`src/rtl/perceptron_cmd_ctrl.sv`:
```
// Byte-level command controller for the perceptron: parses request packets
// from the UART receiver, owns the weight/input registers feeding the
// datapath, and frames response packets toward the UART transmitter.
module perceptron_cmd_ctrl #(
  parameter int CLK_FREQ       = 12000000,
  parameter int TIMEOUT_CYCLES = CLK_FREQ / 100
) (
  input  logic        clk,
  input  logic        rst,
  input  logic [7:0]  rx_data,
  input  logic        rx_valid,
  input  logic        tx_busy,
  output logic        tx_start,
  output logic [7:0]  tx_data,
  output logic [15:0] weight1,
  output logic [15:0] weight2,
  output logic [15:0] input1,
  output logic [15:0] input2,
  output logic        weights_we,
  output logic        inputs_we,
  input  logic [15:0] result,
  output logic        pkt_error
);

  localparam int TMO_W = (TIMEOUT_CYCLES > 2) ? $clog2(TIMEOUT_CYCLES) : 1;
  localparam logic [TMO_W-1:0] TMO_LAST = TMO_W'(TIMEOUT_CYCLES - 1);

  localparam logic [7:0] OP_READ  = 8'd5;
  localparam logic [7:0] OP_WR_W  = 8'd50;
  localparam logic [7:0] OP_WR_I  = 8'd51;
  localparam logic [7:0] RSP_READ = 8'd100;
  localparam logic [7:0] RSP_OK   = 8'd101;
  localparam logic [7:0] RSP_ERR  = 8'd102;

  typedef enum logic [2:0] {
    IDLE,
    RX_PAYLOAD,
    COMMIT,
    TX_LOAD,
    TX_WAIT_BUSY,
    TX_WAIT_DONE
  } state_t;

  state_t           state;
  logic [7:0]       opcode;
  logic [1:0]       byte_cnt;
  logic [TMO_W-1:0] tmo_cnt;
  logic [31:0]      shadow;
  logic [7:0]       tx_buf [0:6];
  logic [2:0]       tx_len;
  logic [2:0]       tx_idx;

  // Packet parser, register bank and response framer in one registered FSM
  always_ff @(posedge clk or posedge rst) begin
    if (rst) begin
      state      <= IDLE;
      opcode     <= 8'd0;
      byte_cnt   <= 2'd0;
      tmo_cnt    <= '0;
      shadow     <= 32'd0;
      tx_len     <= 3'd0;
      tx_idx     <= 3'd0;
      tx_start   <= 1'b0;
      tx_data    <= 8'd0;
      weight1    <= 16'd0;
      weight2    <= 16'd0;
      input1     <= 16'd0;
      input2     <= 16'd0;
      weights_we <= 1'b0;
      inputs_we  <= 1'b0;
      pkt_error  <= 1'b0;
      for (int i = 0; i < 7; i++) tx_buf[i] <= 8'd0;
    end else begin
      weights_we <= 1'b0;
      inputs_we  <= 1'b0;
      pkt_error  <= 1'b0;
      case (state)
        IDLE: begin
          if (rx_valid) begin
            tx_idx <= 3'd0;
            if (rx_data == OP_READ) begin
              // Snapshot is taken now so later result changes cannot leak in
              tx_buf[0] <= RSP_READ;
              tx_buf[1] <= weight1[15:8];
              tx_buf[2] <= weight1[7:0];
              tx_buf[3] <= weight2[15:8];
              tx_buf[4] <= weight2[7:0];
              tx_buf[5] <= result[15:8];
              tx_buf[6] <= result[7:0];
              tx_len    <= 3'd7;
              state     <= TX_LOAD;
            end else if (rx_data == OP_WR_W || rx_data == OP_WR_I) begin
              opcode   <= rx_data;
              byte_cnt <= 2'd0;
              tmo_cnt  <= '0;
              state    <= RX_PAYLOAD;
            end else begin
              tx_buf[0] <= RSP_ERR;
              tx_len    <= 3'd1;
              pkt_error <= 1'b1;
              state     <= TX_LOAD;
            end
          end
        end
        RX_PAYLOAD: begin
          if (rx_valid) begin
            shadow   <= {shadow[23:0], rx_data};
            byte_cnt <= byte_cnt + 2'd1;
            tmo_cnt  <= '0;
            if (byte_cnt == 2'd3) state <= COMMIT;
          end else if (tmo_cnt == TMO_LAST) begin
            // Abandoned packet: drop the partial payload and report it
            shadow    <= 32'd0;
            pkt_error <= 1'b1;
            tx_buf[0] <= RSP_ERR;
            tx_len    <= 3'd1;
            tx_idx    <= 3'd0;
            state     <= TX_LOAD;
          end else if (tmo_cnt != '1) begin
            tmo_cnt <= tmo_cnt + 1'b1;
          end
        end
        COMMIT: begin
          // The write strobe lands on the same edge the new values appear
          if (opcode == OP_WR_I) begin
            input1    <= shadow[31:16];
            input2    <= shadow[15:0];
            inputs_we <= 1'b1;
          end else begin
            weight1    <= shadow[31:16];
            weight2    <= shadow[15:0];
            weights_we <= 1'b1;
          end
          tx_buf[0] <= RSP_OK;
          tx_len    <= 3'd1;
          tx_idx    <= 3'd0;
          state     <= TX_LOAD;
        end
        TX_LOAD: begin
          tx_data  <= tx_buf[tx_idx];
          tx_start <= 1'b1;
          state    <= TX_WAIT_BUSY;
        end
        TX_WAIT_BUSY: begin
          if (tx_busy) begin
            tx_start <= 1'b0;
            state    <= TX_WAIT_DONE;
          end
        end
        TX_WAIT_DONE: begin
          if (!tx_busy) begin
            tx_idx <= tx_idx + 3'd1;
            if (tx_idx + 3'd1 == tx_len) state <= IDLE;
            else                         state <= TX_LOAD;
          end
        end
        default: state <= IDLE;
      endcase
    end
  end

endmodule

```
`config.mk`:
```
export PLATFORM = sky130hd
export DESIGN_NAME = perceptron_cmd_ctrl
export DESIGN_NICKNAME = d
export VERILOG_FILES = /design/src/rtl/perceptron_cmd_ctrl.sv
export SDC_FILE = /design/constraint.sdc
export NUM_CORES = 1
export LEC_CHECK = 0
export ABC_AREA = 1
export BUFFER_PORTS_ARGS = -buffer_cell sky130_fd_sc_hd__buf_2
export CORE_MARGIN = 3
export CORE_UTILIZATION = 25
export DETAILED_ROUTE_END_ITERATION = 8
export MAX_ROUTING_LAYER = met4
export SYNTH_ARGS = -nofsm -noshare
export SYNTH_HDL_FRONTEND = slang
export SYNTH_SLANG_ARGS = --single-unit
```
`constraint.sdc`:
```
create_clock -name clk -period 21 [get_ports clk]
set_input_delay 4.2 -clock clk [delete_from_list [all_inputs] [get_ports clk]]
set_output_delay 4.2 -clock clk [all_outputs]
set_load 0.005 [all_outputs]
```
=== Word-level counts from Yosys, hierarchy flattened ===
Index checks and enable logic that the tools add are counted.

* Input bits: 28
* Register bits after elaboration: 200
* Output and inout bits: 76
* Word-level logic and storage cells: 131

* Multiplexer cells: 57
* Reduce and logical (&&, ||, !) cells: 18
* $add $sub $neg: 3
* Bitwise gates (word level): 3
* Equality and inequality tests: 26
* Magnitude comparators: 1

{| class="wikitable"
|+ Operators with widths
! operator !! number
|-
| $mux W17 || 6
|-
| $mux W32 || 2
|-
| $mux W56 || 1
|-
| $mux W48 || 1
|-
| $mux W8 || 6
|-
| $mux W3 || 15
|-
| $pmux W17 S2 || 1
|-
| $bmux W8 S3 || 1
|-
| $eq A8 B6 Y1 const B || 3
|-
| $pmux W8 S3 || 1
|-
| $reduce_and A5 Y1 || 4
|-
| $pmux W3 S6 || 1
|-
| $add A17 B1 Y17 const B || 1
|-
| $eq A17 B17 Y1 const B || 1
|-
| $ne A17 B17 Y1 const B || 1
|-
| $ne A2 B2 Y1 const B || 8
|-
| $ne A3 B3 Y1 const B || 5
|-
| $mux W2 || 7
|-
| $pmux W3 S4 || 1
|-
| $mux W1 || 10
|-
| $pmux W3 S3 || 1
|-
| $eq A8 B3 Y1 const B || 1
|-
| $reduce_and A2 Y1 || 4
|-
| $eq A3 B2 Y1 const B || 2
|-
| other kinds (19) || 24
|}

=== Logic depth before layout (Yosys ltp) ===
* Word-level depth: 6
* Depth in mapped cells: 14
* Gate-level depth less buffers: 13

=== Worst setup path before layout ===
Ideal clock, no wire load.

* Kind: input -> register
* Start: input rx_valid
* End: register tmo_cnt[8]
* Arrival time: 5.105 ns
* Path buffers: 2
* Required time: 20.883 ns
* Setup time: 0.117 ns
* Cell stages on the path: 10
* Setup slack: 15.778 ns
* Cell sequence: buf_2 -> inv_1 -> nand2_1 -> nor2_1 -> nand3b_4 -> inv_2 -> nand2_4 -> buf_6 -> nand2_1 -> nand2_1

* Cells in the longest elaborated chain, start to end: 2
* Elaborated cells between the ends (all ways): 6
* Those cells by class: eq/ne: 3; mux: 2; reduce/logical: 1

{| class="wikitable"
|+ Ends and longest elaborated chain
! element !! RTL line !! text
|-
| from (decl) || 11 || <nowiki>input logic rx_valid,</nowiki>
|-
| $ne A3 B3 Y1 (no line), or another cell as far along || n/a ||
|-
| $reduce_and A6 Y1 (no line) / $pmux W17 S2 (equally long branches) || n/a ||
|-
| to (signal assigned) || 120 || <nowiki>tmo_cnt <= tmo_cnt + 1'b1;</nowiki>
|-
| to (decl) || 47 || <nowiki>logic [TMO_W-1:0] tmo_cnt;</nowiki>
|}

Parallel ways exist; a longest one is shown, timed or not.
A chain may end at the register's enable or synchronous reset.

=== Worst setup path in the final report ===
* Start: input rx_valid
* End: register tx_buf[48] (netlist bit)

* Cells in the longest elaborated chain, start to end: 2
* Elaborated cells between the ends (all ways): 3
* Those cells by class: eq/ne: 2; reduce/logical: 1

{| class="wikitable"
|+ Ends and longest elaborated chain
! element !! RTL line !! text
|-
| $ne A2 B2 Y1 (no line) || n/a ||
|-
| $reduce_and A5 Y1 (no line) (*) || n/a ||
|-
| to (decl) || 49 || <nowiki>logic [7:0] tx_buf [0:6];</nowiki>
|}

Mark *: on every way between the ends. The rest lies on a longest branch, timed or not.

==> impl_metrics.yaml <==
run_status:
  status: "finished, final reports clean"
clock_tree:
  hold_buffers: 0
  cts_setup_buffers: 0
  cts-resized-gates: 0
  cts_num_sinks: 194
  numCtsBuffers: 17
  tritoncts: "yes"
  clkTransAtPathRegs_ps: 70
  worstSkewPairLatency_ps: 440
  ctsRootBufferMaster: "clkbuf_16"
  clockBufferDepth: 2
  h-tree-depth: 4
routing:
  antenna_left: 0
  finalWirelength_um: 22900
  viasPerCell: 4.34
  post_drt_wl_per_cell_um: 14.8
  vias: 6747
  drc_errors: 0
  first_iter_violations: 421
  drt-pass1-iter-count: 5
setup_path:
  endpoint_kind: "flip-flop"
  startpoint_type: "primary input"
  cp_max_fo: 62
  reg2regPathDepth: 13
  critPathArrivalTime_ps: 5800
  critPathKind: "in -> reg"
  critPathRequiredTime_ps: 21290
final_layout:
  n_fill_cell: 3642
  utilization_pct: 29.9
  area_growth_pct: 16.6
  drive_gt1_share_pct: 16.5
  seqCellArea_mm2: 0.00485
  final_cell_count_no_fill: 1555
  multiInputGateArea_mm2: 0.00308
  fin_nets: 1122
grt:
  grt_pass1_vias: 6649
  grt_overflow: 0
  grt_max_degree: 127
  grt_pass1_wl_um: 36700
  grtUsageTotal_pct: 13.1
  antenna_found_initial: 5
timing:
  maxSlewViolCount: 0
  hold_violations: 0
  tns_ps: 0
  maxSlewHeadroom_pct: 37.4
  min_period_over_period_pct: 26.2
  setup_ws_ps: 15490
  rsz0062_at_grt: "false"
  fin_skew_ps: 11.9
  setup_viol_count_final: 0
  layout_min_cycle_time_ps: 5510
  tightest_slew_ps: 937
  fmaxAchievable_mhz: 181
synth:
  syn_avg_cell_area_um2: 8.61
  synth_fp_nets: 1041
  yosysTopAreaCellShare_pct: 55.9
  synthArstFlopShare_pct: 100
  synth-seq-cells: 194
  seq_area_frac_synth_pct: 55.9
  syn_inst: 1009
  yosys.area.top_type: "dfrtp_1"
  synth-main-ff-cell: "dfrtp_1"
  synthTopCellsByArea: "dfrtp_1, nand2_1, inv_1"
  synth_edf_count: 0
  syn_area_mm2: 0.00869
  yosys_warnings: 0
  netlist-cell-type-count: 37
floorplan:
  row_count: 67
  io_pins: 104
  die_h_um: 192
  core_area_mm2: 0.0339
  die-width_um: 192
  initial_utilization_pct: 25.6
  dieArea_mm2: 0.0370
power_and_ir_drop:
  p_total_mw: 1.20
  peakVddDrop_mv: 0.0621
  power.leakage_nw: 5.17
  powerDensity_mw_per_mm2: 118
worst_hold_path:
  hp-class: "reg -> reg"
  holdPathStages: 2
job:
  drv_cap: 0
place:
  hpwl_um: 16500
  place_congestion: 0.851
  dpl.cell_count: 1519
  place.port_buffers: 103
  place_ws_ps: 15040
==> where the power goes <==
part,internal (mW),total (mW),switching (mW)
Sequential,0.459,0.546,0.0867
Clock,0.177,0.334,0.157
Combinational,0.111,0.320,0.209
Total,0.747,1.20,0.452
==> layout make-up <==
class / count / share of cell area, %
inverter: 121 / 4.56
tap: 448 / 5.54
clock inverter: 13 / 1.58
sequential: 194 / 47.9
multi-input combinational: 649 / 30.4
timing repair buffer: 107 / 5.39
antenna: 4 / 0.0989
clock buffer: 19 / 4.47
==> cells by family (layout without fill, tap and decap cells) <==
family / after synthesis / in the layout / share of synthesized area [%]
simple gates: 453 / 453 / 22.8
flops: 194 / 194 / 55.9
compound gates: 181 / 181 / 11.0
buf+inv: 166 / 260 / 8.66
xor+xnor: 11 / 11 / 1.11
fa+ha+maj: 4 / 4 / 0.576
other cells: 0 / 4 / 0
==> placed cells by master (no fill, tap or decap), types with 3 or more instances in the layout <==
cell / count
clkbuf_16: 17
nor2_2: 3
nand4_1: 10
a21oi_1: 7
buf_2: 103
a211oi_1: 5
o21ai_1: 79
nand3_2: 3
nand2_1: 305
o211ai_1: 4
inv_8: 5
inv_1: 108
nand3_1: 56
inv_2: 11
nand2_2: 3
o21ai_0: 78
xnor2_1: 3
dfrtp_1: 194
nor2_1: 48
nand4_2: 3
nor3_1: 5
a21oi_2: 5
inv_6: 4
buf_4: 4
nor2_4: 6
ha_1: 4
diode_2: 4
xor2_1: 8
==> Yosys cell counts (7+ instances only) <==
cell / n
nand2_1: 305
dfrtp_1: 194
inv_1: 109
o21ai_1: 79
o21ai_0: 78
nand3_1: 56
nor2_1: 48
clkbuf_1: 14
buf_2: 13
buf_6: 12
inv_2: 11
nand4_1: 10
xor2_1: 8
a21oi_1: 7
==> worst max-delay path: stages <==
cell     delay, ps
buf_2          150
inv_1          170
nor2_4         100
inv_2          670
nand3_1        300
nand2_1        120
nand2_1         50
==> registers in the layout (all words and copies together) (netlist names), 2 cells and up <==
signal and cells:
tx_len 2, tmo_cnt 17, state 3, tx_data 8
weight1 16, weight2 16, byte_cnt 2, tx_buf 51
input1 16, opcode 8, shadow 32, input2 16
tx_idx 3
==> metal layers <==
layer  track usage (%)  vias up  share of wire [%]
met3              3.32       20                4.9
li1                  -     3385                  -
met1              17.6     3194                 49
met2              19.6      148                 45
met5                 -        -                  0
met4              4.01        0                1.7
==> path summary, 6_finish.rpt <==
check / startpoint / to / slack, ps
setup reg to reg: tmo_cnt[0] / tmo_cnt[13] / 18690
setup / recovery: rx_valid / tx_buf[48] / 15490
hold / removal: opcode[1] / opcode[1] / 470
max in group asynchronous: rst / tx_len[1] / 15660
min in group asynchronous: rst / tmo_cnt[3] / 3880
hold reg to reg: opcode[1] / opcode[1] / 470
==> metrics by stage <==
stage | cell area (um2) | hold slack [ps]
finish | 10100 | 468
global route | 10100 | 496
CTS | 10100 | 469
detailed placement | 9500 | 450
global placement | 9500 | 449
floorplan | 8690 | 435
(Power assumes the default switching activity.)
